<file path="src/rtl/uart_pkg.sv">
// uart_pkg: drain FSM state encoding and default sizing shared by the UART TX FIFO.
package uart_pkg;
  localparam logic [0:0] IDLE = 1'b0;
  localparam logic [0:0] SEND = 1'b1;
  localparam int DEFAULT_DEPTH = 16;
  localparam int DEFAULT_LOW_WATER = 2;
endpackage

</file>
<file path="src/rtl/fifo_mem_1r1w.sv">
// fifo_mem_1r1w: DEPTH x 8 storage, synchronous write, asynchronous read.
module fifo_mem_1r1w #(
  parameter int DEPTH = 16,
  parameter int AW = $clog2(DEPTH)
) (
  input  logic          clk,
  input  logic          we,
  input  logic [AW-1:0] waddr,
  input  logic [7:0]    wdata,
  input  logic [AW-1:0] raddr,
  output logic [7:0]    rdata
);
  logic [7:0] mem [DEPTH];
  always_ff @(posedge clk) if (we) mem[waddr] <= wdata;
  assign rdata = mem[raddr];
endmodule

</file>
<file path="src/rtl/uart_tx_fifo.sv">
// uart_tx_fifo: byte FIFO drained into a UART data register via an IDLE/SEND FSM.
// Low-water interrupt is built only when UART_TXFIFO_IRQ_EN is defined.
module uart_tx_fifo
  import uart_pkg::*;
#(
  parameter int DEPTH = DEFAULT_DEPTH,
  parameter int LOW_WATER = DEFAULT_LOW_WATER
) (
  input  logic                     clk,
  input  logic                     resetn,
  input  logic                     wr_valid,
  input  logic [7:0]               wr_data,
  output logic                     wr_ready,
  input  logic                     flush,
  input  logic                     clr_overflow,
  output logic [$clog2(DEPTH):0]   level,
  output logic                     empty,
  output logic                     full,
  output logic                     overflow,
  output logic                     irq_low,
  output logic                     uart_dat_we,
  output logic [31:0]              uart_dat_di,
  input  logic                     uart_dat_wait
);
  localparam int AW = $clog2(DEPTH);
  localparam int LW = AW + 1;
  if (DEPTH < 4 || DEPTH > 256 || (1 << AW) != DEPTH || LOW_WATER < 0 || LOW_WATER >= DEPTH) begin : g_bad_cfg
    $error("uart_tx_fifo: unsupported DEPTH/LOW_WATER");
  end
  logic [0:0]    state_q, state_d;
  logic [AW-1:0] wr_ptr_q, wr_ptr_d, rd_ptr_q, rd_ptr_d;
  logic [LW-1:0] level_q, level_d;
  logic [7:0]    out_byte_q, out_byte_d, rd_data;
  logic          overflow_q, overflow_d;
  logic          send, accept, push, pop;
  assign empty = level_q == '0;
  assign full = level_q == LW'(DEPTH);
  assign wr_ready = ~full;
  assign level = level_q;
  assign overflow = overflow_q;
  assign uart_dat_we = send;
  assign uart_dat_di = {24'h0, out_byte_q};
  // push is qualified by full before any same-cycle pop frees a slot
  always_comb begin
    send = state_q == SEND;
    accept = send & ~uart_dat_wait;
    push = wr_valid & ~full & ~flush;
    pop = ~flush & ~empty & (~send | accept);
    wr_ptr_d = flush ? '0 : wr_ptr_q + AW'(push);
    rd_ptr_d = flush ? '0 : rd_ptr_q + AW'(pop);
    level_d = flush ? '0 : level_q + LW'(push) - LW'(pop);
    state_d = flush ? IDLE : pop ? SEND : accept ? IDLE : state_q;
    out_byte_d = pop ? rd_data : out_byte_q;
    overflow_d = ~clr_overflow & (overflow_q | (wr_valid & full & ~flush));
  end
  always_ff @(posedge clk) begin
    if (!resetn) begin
      state_q <= IDLE;
      wr_ptr_q <= '0;
      rd_ptr_q <= '0;
      level_q <= '0;
      out_byte_q <= '0;
      overflow_q <= 1'b0;
    end else begin
      state_q <= state_d;
      wr_ptr_q <= wr_ptr_d;
      rd_ptr_q <= rd_ptr_d;
      level_q <= level_d;
      out_byte_q <= out_byte_d;
      overflow_q <= overflow_d;
    end
  end
  fifo_mem_1r1w #(.DEPTH(DEPTH), .AW(AW)) u_mem (
    .clk(clk), .we(push), .waddr(wr_ptr_q), .wdata(wr_data), .raddr(rd_ptr_q), .rdata(rd_data)
  );
`ifdef UART_TXFIFO_IRQ_EN
  logic irq_q;
  always_ff @(posedge clk) begin
    if (!resetn) irq_q <= 1'b0;
    else irq_q <= (flush | push) ? 1'b0 : (level_q == LW'(LOW_WATER + 1) && level_d == LW'(LOW_WATER)) ? 1'b1 : irq_q;
  end
  assign irq_low = irq_q;
`else
  assign irq_low = 1'b0;
`endif
endmodule
</file>
<file path="config.mk">
export PLATFORM = sky130hd
export DESIGN_NAME = uart_tx_fifo
export DESIGN_NICKNAME = d
export VERILOG_FILES = /design/src/rtl/uart_pkg.sv /design/src/rtl/fifo_mem_1r1w.sv /design/src/rtl/uart_tx_fifo.sv
export SDC_FILE = /design/constraint.sdc
export NUM_CORES = 1
export LEC_CHECK = 0
export CORE_ASPECT_RATIO = 0.5
export CORE_MARGIN = 2
export CORE_UTILIZATION = 61
export CTS_CLUSTER_SIZE = 25
export DETAILED_ROUTE_END_ITERATION = 10
export PLACE_DENSITY = 0.89
export SLEW_MARGIN = 5
export SYNTH_ARGS = -nofsm -noshare
export SYNTH_HDL_FRONTEND = slang
export SYNTH_SLANG_ARGS = --single-unit
</file>
<file path="constraint.sdc">
create_clock -name clk -period 4.7 [get_ports clk]
set_input_delay 1.175 -clock clk [delete_from_list [all_inputs] [get_ports clk]]
set_output_delay 1.175 -clock clk [all_outputs]
set_load 0.03 [all_outputs]
</file>
==> results.json, run 1 <==
{
  "drv_slew": 0,
  "arrival_ps": 3950,
  "fin_crit_ps": 3655,
  "crit_path_end_kind": "flip-flop",
  "crit_required_ps": 4990,
  "area_delta_synth_final_pct": 14.29,
  "place_congestion": 0.7878,
  "worstSetupStartpointType": "input port",
  "worstMarginPinSlew_ps": 1178,
  "cts_resized": 0,
  "die_y_um": 75.64,
  "cts_max_level": 4,
  "start_util_pct": 62.08,
  "yosys_most_used_dff": "edfxtp_1",
  "whs_ps": 497.4,
  "clk_path_buf_depth": 2,
  "clkSinkCount": 151,
  "worstPathMaxFanout": 9,
  "cap_violations": 0,
  "setup_viol": 0,
  "avgSynthCellArea_sq_um": 18.41,
  "cts_made_buffers": 17,
  "std_cell_rows": 26,
  "die_w_um": 147.3,
  "cts_tree": "yes",
  "dr.first_iter.drc_count": 423,
  "synth-seq-cells": 151,
  "ys_types": 40,
  "antenna_cells": 0,
  "rsz0062_at_grt": "false",
  "wire_per_inst_um": 21.44,
  "clkLatencyLatePin_ps": 430,
  "pre_cts_ws_ps": 626.9,
  "layout_common_cells": "128 x edfxtp_1, 31 x clkdlybuf4s50_1, 25 x conb_1, 22 x dfxtp_1, 19 x nor2_1",
  "final_common_cell": "edfxtp_1",
  "dieArea_sq_um": 11140,
  "grt_pass1_wl_um": 17230,
  "wl_um": 11430,
  "coreArea_sq_um": 10080,
  "path_delay_family": "simple AND/OR/NAND/NOR gates",
  "period_share_pct": 77.78,
  "fmax_mhz": 273.6,
  "dr.pass1.iters": 5,
  "slowest_stage": "or3b_1",
  "place_hpwl_um": 7221,
  "antenna_found_initial": 0,
  "skew_ps": 11.80,
  "port_buffers": 31,
  "nets": 405,
  "cts_setup_buffers": 0,
  "p_leak_nw": 2.358,
  "async_reset_ff_share_pct": 0,
  "syn_inst": 340,
  "ant_nets": 0,
  "yosysSeqAreaShare_pct": 68.75,
  "powerDensity_nw_per_um2": 496.5,
  "hold_buffers": 0,
  "peakVddDrop_uv": 259.3,
  "route.vias.total": 3195,
  "via_per_inst": 5.994,
  "grt_start_max_net_pins": 34,
  "ys.warnings.count": 0,
  "fin_ws_ps": 1045,
  "outcome": "completed",
  "critPathKind": "input port to flip-flop",
  "io_pins": 57,
  "grt_pass1_vias": 3064,
  "hp-class": "flip-flop to flip-flop",
  "synth_edf_count": 128,
  "hold_viol_final": 0,
  "fin_util_pct": 70.96,
  "path_clk_slew_ps": 60,
  "cp_slowest_stage_delay_ps": 520,
  "slew_headroom_pct": 21.35,
  "drc": 0,
  "cp_cell_sequence": "clkdlybuf4s50_1 > nand2_1 > or3b_1 > clkinv_8 > ha_1 > inv_1 > ha_1 > inv_1 > fa_1 > nand2b_1 > a21oi_1 > o21ai_0 > nor3b_1",
  "setup-tns-final_ps": 0,
  "gr-total-overflow": 0,
  "path_buf_inv": 4,
  "synthesis.area_sq_um": 6261,
  "fin_cells": 533,
  "drive_gt1_share_pct": 15.78,
  "grt_usage_pct": 22.14,
  "place_inst": 501,
  "clock-root-buffer": "clkbuf_16"
}
-- layer usage --
metal,up-vias,routed length [um],global-route usage (%)
li1,1376,-,-
met1,1609,4761,30.16
met2,191,5349,34.27
met3,19,1110,7.725
met4,0,206,8.013
met5,-,0,0
-- flip-flops by register name, indices dropped and copies added, names as in the netlist --
name         cells
u_mem.mem      128
out_byte_q       8
level            5
rd_ptr_q         4
wr_ptr_q         4
overflow         1
uart_dat_we      1
-- through the flow --
step	area [sq um]	power [mW]
after CTS	7156	3.569
after floorplan	6351	2.074
after global placement	6569	2.206
after global routing	7156	3.680
final	7156	3.553
after detailed placement	6569	2.241
-- layout make-up --
cell class	count	area [sq um]
sequential	151	4305
fill	570	2929
multi-input combinational	163	1687
clock buffer	17	425.4
timing repair buffer	36	347.8
tap	140	175.2
clock inverter	15	161.4
inverter	11	53.80
-- worst register-to-register path, stage by stage (launching register included) --
cell      delay (ps)
dfxtp_1          330
inv_1             90
ha_1             170
nor4b_2          300
or3b_1           530
clkinv_8         130
ha_1             320
inv_1             60
ha_1             160
inv_1             60
fa_1             390
nand2b_1         160
a21oi_1          200
o21ai_0          110
nor3b_1          150
-- power breakdown --
part	switching, mW	internal [mW]	leakage (nW)
registers	0.0739	1.50	1.34
clock network	0.580	0.751	0.277
logic	0.356	0.288	0.741
total	1.01	2.54	2.36
-- synth_stat cells, types with 4 or more instances --
master | n | share of area, %
mux4_1 | 14 | 5.9
edfxtp_1 | 128 | 61
mux2i_1 | 16 | 2.6
and2_1 | 5 | 0.50
buf_4 | 25 | 3.0
mux4_2 | 18 | 6.5
ha_1 | 10 | 2.0
nor2_1 | 19 | 1.1
inv_1 | 9 | 0.54
nor3_1 | 5 | 0.40
xnor2_1 | 4 | 0.56
o221ai_1 | 8 | 1.1
nand3_1 | 11 | 0.88
buf_2 | 5 | 0.40
dfxtp_1 | 23 | 7.4
-- cell families (layout without fill, tap and decap cells) --
logic type	Yosys count	after routing	share of synthesized area, %
flip-flops	151	151	68.75
AND/OR/NAND/NOR	58	58	5.575
adder cells (fa/ha/maj)	11	11	2.318
multiplexers	48	48	14.91
XOR/XNOR	7	7	0.9792
buffers and inverters	50	79	5.755
AO/OA/AOI/OAI	14	14	1.659
other	1	25	0.05989
-- final timing paths --
kind | start | to | slack (ps) | cells after the start
worst max-delay path | uart_dat_wait | level[4] | 1040 | 13
worst min-delay path | uart_dat_we | uart_dat_we | 500 | 2
worst min register to register | uart_dat_we | uart_dat_we | 500 | 2
worst max register to register | level[3] | level[4] | 1430 | 14
No activity file was read; power rests on OpenSTA's default activity.
==> run 2: changes to the inputs <==
Settings changed: CORE_UTILIZATION 61 to 57, PLACE_DENSITY 0.89 to 0.84.
Clock period 4.7 ns to 3.4 ns, I/O delays scaled along.
==> run 2 against run 1 <==
  * Combinational power increased by 44%
  * Sequential share of layout area is 1.1 points lower
  * Non-clock buffer count is 16 higher
  * Worst hold slack got worse by 17 ps
  * Via count up 1.3%
  * First-iteration DRC count is 9.2% lower
  * Clock power is 40% higher
  * Wire length grew 5.9%
  * Cell count up 3.0%
==> results.json, run 2 (synthesized netlist as in run 1, its figures left out) <==
{
  "outcome": "completed",
  "ant_nets": 0,
  "crit_path_end": "level[4]",
  "route.vias.total": 3238,
  "slowest_stage": "or3b_1",
  "rsz0062_at_grt": "false",
  "gr-total-overflow": 0,
  "grt_pass1_vias": 3248,
  "arrival_ps": 3340,
  "period_share_pct": 89.88,
  "crit_required_ps": 3680,
  "p_leak_nw": 2.457,
  "cts_resized": 0,
  "worstPathMaxFanout": 2,
  "via_per_inst": 5.898,
  "p_comb_share_pct": 18.7,
  "worstMarginPinSlew_ps": 1222,
  "die_y_um": 78.11,
  "clkSinkCount": 151,
  "nets": 421,
  "rr_startpoint": "level[3]",
  "antenna_found_initial": 0,
  "fin_crit_ps": 3056,
  "cts_made_buffers": 17,
  "reg2reg_slack_ps": 450,
  "hold_buffers": 0,
  "wl_um": 12100,
  "slew_headroom_pct": 18.45,
  "die_w_um": 152.2,
  "port_buffers": 31,
  "area_delta_synth_final_pct": 16.35,
  "dpl_cell_area_sq_um": 6689,
  "p_sw_share_pct": 27.42,
  "final_area_sq_um": 7284,
  "p_switching_mw": 1.358,
  "critPathKind": "input port to flip-flop",
  "clock-root-buffer": "clkbuf_16",
  "cp_slowest_stage_delay_ps": 470,
  "start_util_pct": 59.96,
  "cts_tree": "yes",
  "power_frac_clock_pct": 37.6,
  "crit_path_end_kind": "flip-flop",
  "cp-startpoint": "uart_dat_wait",
  "r2r-end": "level[4]",
  "drive_gt1_share_pct": 18.83,
  "final-seq-area_sq_um": 4305,
  "final_common_cell": "edfxtp_1",
  "drc": 0,
  "coreArea_sq_um": 10440,
  "worstSetupStartpointType": "input port",
  "largest_reg_flops": 128,
  "peakVddDrop_uv": 357.5,
  "clkLatencyLatePin_ps": 420,
  "wire_per_inst_um": 22.04,
  "drv_slew": 0,
  "setup_viol": 0,
  "antenna_cells": 0,
  "cts_max_level": 4,
  "internal_power_mw": 3.594,
  "rr_worst_depth": 14,
  "pwr-share-seq_pct": 43.7,
  "hp-class": "flip-flop to flip-flop",
  "top_register": "u_mem.mem",
  "powerDensity_nw_per_um2": 679.7,
  "cts_setup_buffers": 0,
  "fill_cells": 617,
  "cap_violations": 0,
  "grt_start_max_net_pins": 34,
  "multi_input_area_sq_um": 1687,
  "cp_cell_sequence": "clkdlybuf4s50_1 > nand2_1 > or3b_1 > clkinv_8 > ha_1 > inv_1 > ha_1 > inv_1 > fa_1 > nand2b_1 > a21oi_1 > o21ai_0 > nor3b_1",
  "std_cell_rows": 26,
  "dieArea_sq_um": 11890,
  "grt_usage_pct": 21.61,
  "skew_ps": 10.05,
  "grt_pass1_wl_um": 18400,
  "layout_common_cells": "128 x edfxtp_1, 31 x clkdlybuf4s50_1, 25 x conb_1, 22 x dfxtp_1, 21 x buf_4",
  "io_pins": 57,
  "place_congestion": 0.7724,
  "hold_viol_final": 0,
  "clk_path_buf_depth": 2,
  "dr.first_iter.drc_count": 384,
  "power_mw": 4.951,
  "fmax_mhz": 327.2,
  "place_hpwl_um": 7778,
  "dr.pass1.iters": 5,
  "path_clk_slew_ps": 60
}
## run 2: cell types whose count changed in the layout (fill, tap and decap cells not counted)
cell	before	now
clkinvlp_4	4	1
clkinv_1	0	1
inv_8	4	1
buf_4	5	21
clkinv_4	0	4
clkinv_2	1	2
bufinv_16	1	2
inv_6	4	3
## run 2: stage by stage
| stage | hold slack [ps] | util, % | TNS, ps | cells | worst slack (ps) |
|---|---|---|---|---|---|
| 6_report | 480.5 | 69.76 | 0 | 549 | 344.1 |
| 5_1_grt | 552.3 | 69.76 | 0 | 549 | 232.6 |
| 4_1_cts | 489.1 | 69.76 | 0 | 549 | 336.5 |
| 3_5_place_dp | 479.7 | 64.05 | -80.96 | 517 | -80.96 |
| 3_3_place_gp | 468.7 | 64.05 | 0 | 517 | 31.84 |
| 2_1_floorplan | 559.0 | - | 0 | 364 | 127.7 |
## run 2: final cells by class
class | instances | area share [%]
flip-flops and latches | 151 | 59.10
inverters | 11 | 0.7386
repair buffers | 52 | 6.424
multi-input cells | 163 | 23.15
well taps | 140 | 2.405
clock buffers | 17 | 5.840
clock inverters | 15 | 2.336
## run 2: worst max-delay path: cells and delay by family
kind	cells	cell delay, ps
adder cells (fa/ha/maj)	3	760
buffers and inverters	4	570
AND/OR/NAND/NOR	4	850
AO/OA/AOI/OAI	2	290
## run 2: layer usage
| layer | up-vias | wire length, um | track usage (%) |
|---|---|---|---|
| met5 | - | 0 | 0 |
| met4 | 0 | 133 | 7.009 |
| met1 | 1649 | 5031 | 27.68 |
| met3 | 14 | 940 | 6.184 |
| met2 | 168 | 5997 | 36.44 |
| li1 | 1407 | - | - |
## run 2: how the worst min path moves through the flow
stage,slack [ps],cells after the start,startpoint,to
floorplan,560,3,wr_ptr_q[1],wr_ptr_q[3]
global placement,470,2,uart_dat_we,uart_dat_we
detailed placement,480,2,uart_dat_we,uart_dat_we
CTS,490,2,uart_dat_we,uart_dat_we
global route,550,2,uart_dat_we,uart_dat_we
finish,480,2,uart_dat_we,uart_dat_we
## run 2: power groups by stage
stage | Combinational (mW) | Clock (mW) | Sequential, mW
2_1_floorplan | 0.599 | 0 | 2.27
3_3_place_gp | 0.886 | 0 | 2.19
4_1_cts | 0.933 | 1.88 | 2.16
6_report | 0.926 | 1.86 | 2.16
5_1_grt | 0.992 | 1.96 | 2.17
3_5_place_dp | 0.922 | 0 | 2.20
